`config.mk`:
```
export PLATFORM = sky130hd
export DESIGN_NAME = param_fifo
export DESIGN_NICKNAME = d
export VERILOG_FILES = /design/src/rtl/param_fifo.sv
export SDC_FILE = /design/constraint.sdc
export NUM_CORES = 1
export LEC_CHECK = 0
export BUFFER_PORTS_ARGS = -buffer_cell sky130_fd_sc_hd__buf_2
export CAP_MARGIN = 5
export CORE_UTILIZATION = 53
export DETAILED_ROUTE_END_ITERATION = 8
export GPL_ROUTABILITY_DRIVEN = 0
export GPL_TIMING_DRIVEN = 1
export MAX_ROUTING_LAYER = met4
export PLACE_DENSITY = 0.83
export SETUP_SLACK_MARGIN = 0.3
export SLEW_MARGIN = 10
export SYNTH_ARGS = -nofsm -noshare
export SYNTH_HDL_FRONTEND = slang
export SYNTH_SLANG_ARGS = --single-unit
export TNS_END_PERCENT = 1
```
`constraint.sdc`:
```
create_clock -name clk -period 2.25 [get_ports clk]
set_clock_uncertainty 0.15 [all_clocks]
set_input_delay 0.225 -clock clk [delete_from_list [all_inputs] [get_ports clk]]
set_output_delay 0.225 -clock clk [all_outputs]
set_load 0.005 [all_outputs]
```
`src/rtl/param_fifo.sv`:
```
// ============================================================================
// Module   : param_fifo
// Brief    : Single-clock synchronous FIFO with occupancy count, full/almost-
//            full flags, overflow/underflow pulses, read-valid strobe, flush.
// Revision : 1.0 - initial release
// ============================================================================
`default_nettype none

module param_fifo #(
    parameter int WIDTH    = 8,
    parameter int DEPTH    = 8,
    parameter int AF_LEVEL = DEPTH - 2
) (
    input  logic                     clk,
    input  logic                     rst_n,
    input  logic                     clr,
    input  logic [WIDTH-1:0]         in,
    input  logic                     add,
    input  logic                     get,
    output logic [WIDTH-1:0]         out,
    output logic                     out_valid,
    output logic                     available,
    output logic                     full,
    output logic                     almost_full,
    output logic [$clog2(DEPTH):0]   count,
    output logic                     overflow,
    output logic                     underflow
);

    localparam int c_PTR_W = $clog2(DEPTH);
    localparam int c_CNT_W = c_PTR_W + 1;

    logic [WIDTH-1:0]   r_mem [DEPTH];

    logic [c_PTR_W-1:0] r_wr_ptr_q, w_wr_ptr_d;
    logic [c_PTR_W-1:0] r_rd_ptr_q, w_rd_ptr_d;
    logic [c_CNT_W-1:0] r_count_q, w_count_d;
    logic [WIDTH-1:0]   r_out_q, w_out_d;
    logic               r_out_valid_q, w_out_valid_d;
    logic               r_overflow_q, w_overflow_d;
    logic               r_underflow_q, w_underflow_d;

    logic               w_wr_ok;
    logic               w_rd_ok;
    logic               w_full;

    assign w_full = (r_count_q == c_CNT_W'(DEPTH));

    // A write into a full FIFO is still accepted when a read frees a slot in the same cycle.
    always_comb begin
        w_rd_ok = get && (r_count_q != '0);
        w_wr_ok = add && (!w_full || w_rd_ok);

        w_wr_ptr_d    = r_wr_ptr_q;
        w_rd_ptr_d    = r_rd_ptr_q;
        w_count_d     = r_count_q;
        w_out_d       = r_out_q;
        w_out_valid_d = w_rd_ok;
        w_overflow_d  = add && !w_wr_ok;
        w_underflow_d = get && !w_rd_ok;

        if (clr) begin
            w_wr_ptr_d    = '0;
            w_rd_ptr_d    = '0;
            w_count_d     = '0;
            w_out_valid_d = 1'b0;
            w_overflow_d  = 1'b0;
            w_underflow_d = 1'b0;
        end else begin
            if (w_wr_ok) begin
                w_wr_ptr_d = r_wr_ptr_q + c_PTR_W'(1);
            end
            if (w_rd_ok) begin
                w_rd_ptr_d = r_rd_ptr_q + c_PTR_W'(1);
                w_out_d    = r_mem[r_rd_ptr_q];
            end
            w_count_d = r_count_q + c_CNT_W'(w_wr_ok) - c_CNT_W'(w_rd_ok);
        end
    end

    always_ff @(posedge clk or negedge rst_n) begin
        if (!rst_n) begin
            r_wr_ptr_q    <= '0;
            r_rd_ptr_q    <= '0;
            r_count_q     <= '0;
            r_out_q       <= '0;
            r_out_valid_q <= 1'b0;
            r_overflow_q  <= 1'b0;
            r_underflow_q <= 1'b0;
        end else begin
            r_wr_ptr_q    <= w_wr_ptr_d;
            r_rd_ptr_q    <= w_rd_ptr_d;
            r_count_q     <= w_count_d;
            r_out_q       <= w_out_d;
            r_out_valid_q <= w_out_valid_d;
            r_overflow_q  <= w_overflow_d;
            r_underflow_q <= w_underflow_d;
        end
    end

    // Storage carries no reset; a flushed cycle must not write either.
    always_ff @(posedge clk) begin
        if (w_wr_ok && !clr) begin
            r_mem[r_wr_ptr_q] <= in;
        end
    end

    assign out         = r_out_q;
    assign out_valid   = r_out_valid_q;
    assign available   = (r_count_q != '0);
    assign full        = w_full;
    assign almost_full = (r_count_q >= c_CNT_W'(AF_LEVEL));
    assign count       = r_count_q;
    assign overflow    = r_overflow_q;
    assign underflow   = r_underflow_q;

endmodule

`default_nettype wire

```
==> flow_metrics.env <==
export IMPL_seq_area_frac_synth=0.688
export IMPL_syn_nets=258
export IMPL_fin_tns_setup_ps=-60.5
export IMPL_final_nets=323
export IMPL_synth_adder_area_share=0.0338
export IMPL_num_rows=29
export IMPL_antenna_left=0
export IMPL_violations="design-rule violations, negative setup slack"
export IMPL_pre_cts_ws_ps=-206
export IMPL_finalHoldWorstSlack_ps=11.4
export IMPL_slowest_stage="fa_2"
export IMPL_antenna_found_initial=0
export IMPL_p_int_mw=3.21
export IMPL_busiest_layer="met2"
export IMPL_num_io_pins=31
export IMPL_seq_power_share=0.424
export IMPL_pwr_share_clk=0.224
export IMPL_power_total_mw=4.67
export IMPL_hold_viol=0
export IMPL_ir_worst_vdd_uv=961
export IMPL_numCtsBuffers=9
export IMPL_p_comb_frac=0.352
export IMPL_mostFrequentLayoutCells="64 x edfxtp_1, 32 x mux2i_1, 30 x buf_2"
export IMPL_max_slew_margin=0.528
export IMPL_cts_tree="yes"
export IMPL_pwr_density_cell_mw_per_mm2=1050
export IMPL_port_buffers=30
export IMPL_syn_to_final_growth_pct=25.1
export IMPL_drc_errors=6
export IMPL_cts_sinks=85
export IMPL_worst_pin_slew_ps=704
export IMPL_fin_crit_ps=2310
export IMPL_p_leak_nw=1.68
export IMPL_worstSetupPathType="flop to flop"
export IMPL_htreeDepth=3
export IMPL_grt_max_degree=35
export IMPL_crit_chain="inv_2, ha_4, or3b_4, nand2_4, or2_4, o21ai_2, ha_4, fa_2, nor2b_4"
export IMPL_cap_violations=0
export IMPL_first_pass_iters=7
export IMPL_sw_frac_of_total=0.311
export IMPL_cp_top_family="adder cells"
export IMPL_fin_ws_ps=-60.5
export IMPL_die_x_um=83.9
export IMPL_viasPerCell=5.60
export IMPL_synth_compound_area_frac=0.0697
export IMPL_drt_wl_total_um=7150
export IMPL_synthSimpleGateAreaFrac=0.0718
export IMPL_clock_path_buffers=2
export IMPL_clk_pin_slew_ps=80
export IMPL_grt_overflow=0
export IMPL_critPathBufInv=1
export IMPL_track_usage=0.224
export IMPL_ys_warn_count=0
export IMPL_drtIter0Drc=169
export IMPL_clk_latency_ps=350
export IMPL_outcome="finished, violations left"
export IMPL_cpMostUsedCell="ha_4"
export IMPL_drive_gt1_frac=0.382
export IMPL_synth_cell_types=37
export IMPL_grt_pass1_wl_um=11300
export IMPL_holdCritPathClass="primary input to flop"
export IMPL_muxShareOfSynthArea=0.0901
export IMPL_setup_violations_final=1
export IMPL_ys_ff_latch=85
export IMPL_rsz0062_at_grt="true"
export IMPL_synth_top_family_by_area="multiplexers"
export IMPL_die_area_mm2=0.00704
export IMPL_slowest_delay_ps=510
export IMPL_initial_core_util=0.553
export IMPL_crit_required_ps=2390
export IMPL_layout_commonest_cell="edfxtp_1"
export IMPL_place_hpwl_um=4250
export IMPL_cts_root_buffer="clkbuf_8"
export IMPL_critPathCaptureType="flop"
export IMPL_synth_xor_area_share=0.0123
export IMPL_switchingPower_mw=1.45
export IMPL_syn_inst=236
export IMPL_use_met1=0.279
export IMPL_slew_viol_final=0
export IMPL_place_area_mm2=0.00400
export IMPL_syn_area_mm2=0.00355
export IMPL_crit_arrival_ps=2450
export IMPL_core_area_mm2=0.00642
export IMPL_fin_crit_sh=1.03
export IMPL_syn_avg_cell_area_um2=15.1
export IMPL_grt_met3_usage=0.0465
export IMPL_stdcell_count=383
export IMPL_grt_util_met2=0.348
export IMPL_placed_cells=356
export IMPL_fmax_mhz=433
export IMPL_fin_util=0.693
export IMPL_via_count=2143
export IMPL_antenna_diode_count=0
export IMPL_grt_pass1_vias=2186
export IMPL_fin_area_mm2=0.00445
export IMPL_die_y_um=83.9
export IMPL_worst_path_max_fanout=3
export IMPL_wl_per_cell_um=18.7
export IMPL_start_kind="flop"
==> flip-flops by register name, indices dropped and copies added (netlist names) <==
| signal | cells |
|---|---|
| r_mem | 64 |
| out | 8 |
| count | 4 |
| r_rd_ptr_q | 3 |
| r_wr_ptr_q | 3 |
| out_valid | 1 |
| overflow | 1 |
| underflow | 1 |
==> layer usage <==
layer,vias to the layer above,part of all wire
met4,0,0.020
met3,14,0.042
met1,1055,0.44
met2,64,0.50
met5,-,0
li1,1010,-
==> kinds of logic (layout without fill, tap and decap cells) <==
family	after synthesis	after routing
muxes	32	32
buffers and inverters	24	94
xor gates and xnor gates	5	5
AOI/OAI and AO/OA	33	33
DFF	85	85
and+or+nand+nor	48	48
adders and majority gates	9	9
==> cells in the mapped netlist <==
library cell | count | share of area
buf_2 | 4 | 0.0056
clkbuf_1 | 2 | 0.0021
ha_1 | 8 | 0.028
or3b_2 | 1 | 0.0025
nand3b_1 | 1 | 0.0021
nand2b_1 | 1 | 0.0018
buf_12 | 1 | 0.0056
o21a_1 | 1 | 0.0021
nand2_1 | 9 | 0.0095
clkbuf_2 | 1 | 0.0014
xnor2_1 | 3 | 0.0074
mux2i_1 | 32 | 0.090
edfxtp_1 | 64 | 0.54
nor3_1 | 4 | 0.0056
or2_2 | 1 | 0.0018
buf_1 | 3 | 0.0032
and2_1 | 1 | 0.0018
and3b_1 | 1 | 0.0025
inv_1 | 12 | 0.013
dfrtp_1 | 21 | 0.15
a21o_1 | 1 | 0.0021
o21ai_0 | 1 | 0.0014
nor3b_1 | 1 | 0.0021
nor2b_1 | 5 | 0.0088
xor2_1 | 2 | 0.0049
or3b_1 | 1 | 0.0025
o21ai_2 | 9 | 0.022
fa_1 | 1 | 0.0056
a22oi_1 | 16 | 0.034
nand3_2 | 1 | 0.0028
a31o_2 | 1 | 0.0025
buf_6 | 1 | 0.0032
a21oi_1 | 4 | 0.0056
nand3_1 | 9 | 0.013
nor4b_1 | 1 | 0.0025
nor2_1 | 9 | 0.0095
nor4_1 | 2 | 0.0035
==> timing repair <==
| action | in CTS | in global routing |
|---|---|---|
| endpoints found under the setup margin | 79 | 80 |
| buffers inserted | 3 | 2 |
| gates resized for setup | 31 | 3 |
| hold endpoints to repair | 57 | 0 |
| hold buffers | 6 | 0 |
| pin swaps | 13 | 8 |
| cloned | 0 | 0 |
==> power groups by stage <==
stage / Combinational (mW) / Sequential, mW / Clock [mW]
finish: 1.64 / 1.98 / 1.05
global route: 1.78 / 2.00 / 1.13
CTS: 1.60 / 1.97 / 1.06
detailed placement: 1.43 / 2.00 / 0
global placement: 1.39 / 1.99 / 0
floorplan: 0.970 / 1.99 / 0
==> worst reg2reg max path: stages, from the launching register on <==
cell	delay, ps
dfrtp_1	410
inv_2	90
ha_4	130
or3b_4	390
nand2_4	90
or2_4	130
o21ai_2	60
ha_4	160
fa_2	510
nor2b_4	120
==> worst paths after layout <==
| kind | startpoint | to | slack [ps] | cells after the start |
|---|---|---|---|---|
| setup / recovery | count[3]$_DFF_PN0_ | count[1]$_DFF_PN0_ | -60 | 9 |
| hold / removal | in[7] | r_mem[0][7]$_DFFE_PP_ | 10 | 1 |
| setup reg to reg | count[3]$_DFF_PN0_ | count[1]$_DFF_PN0_ | -60 | 9 |
| hold reg to reg | out[2]$_DFFE_PN0P_ | out[2]$_DFFE_PN0P_ | 380 | 2 |
| max in group asynchronous | rst_n | r_wr_ptr_q[0]$_DFFE_PN0P_ | 1340 | 2 |
| min in group asynchronous | rst_n | out[1]$_DFFE_PN0P_ | 230 | 2 |
==> layout make-up <==
type | count | area (um2)
Multi-Input combinational cell | 127 | 1170
Fill cell | 412 | 1970
Tap cell | 77 | 96.3
Inverter | 12 | 45.0
Sequential cell | 85 | 2450
Clock buffer | 10 | 128
Timing Repair Buffer | 66 | 502
Clock inverter | 6 | 63.8
No activity file was read; power rests on OpenSTA's default activity.
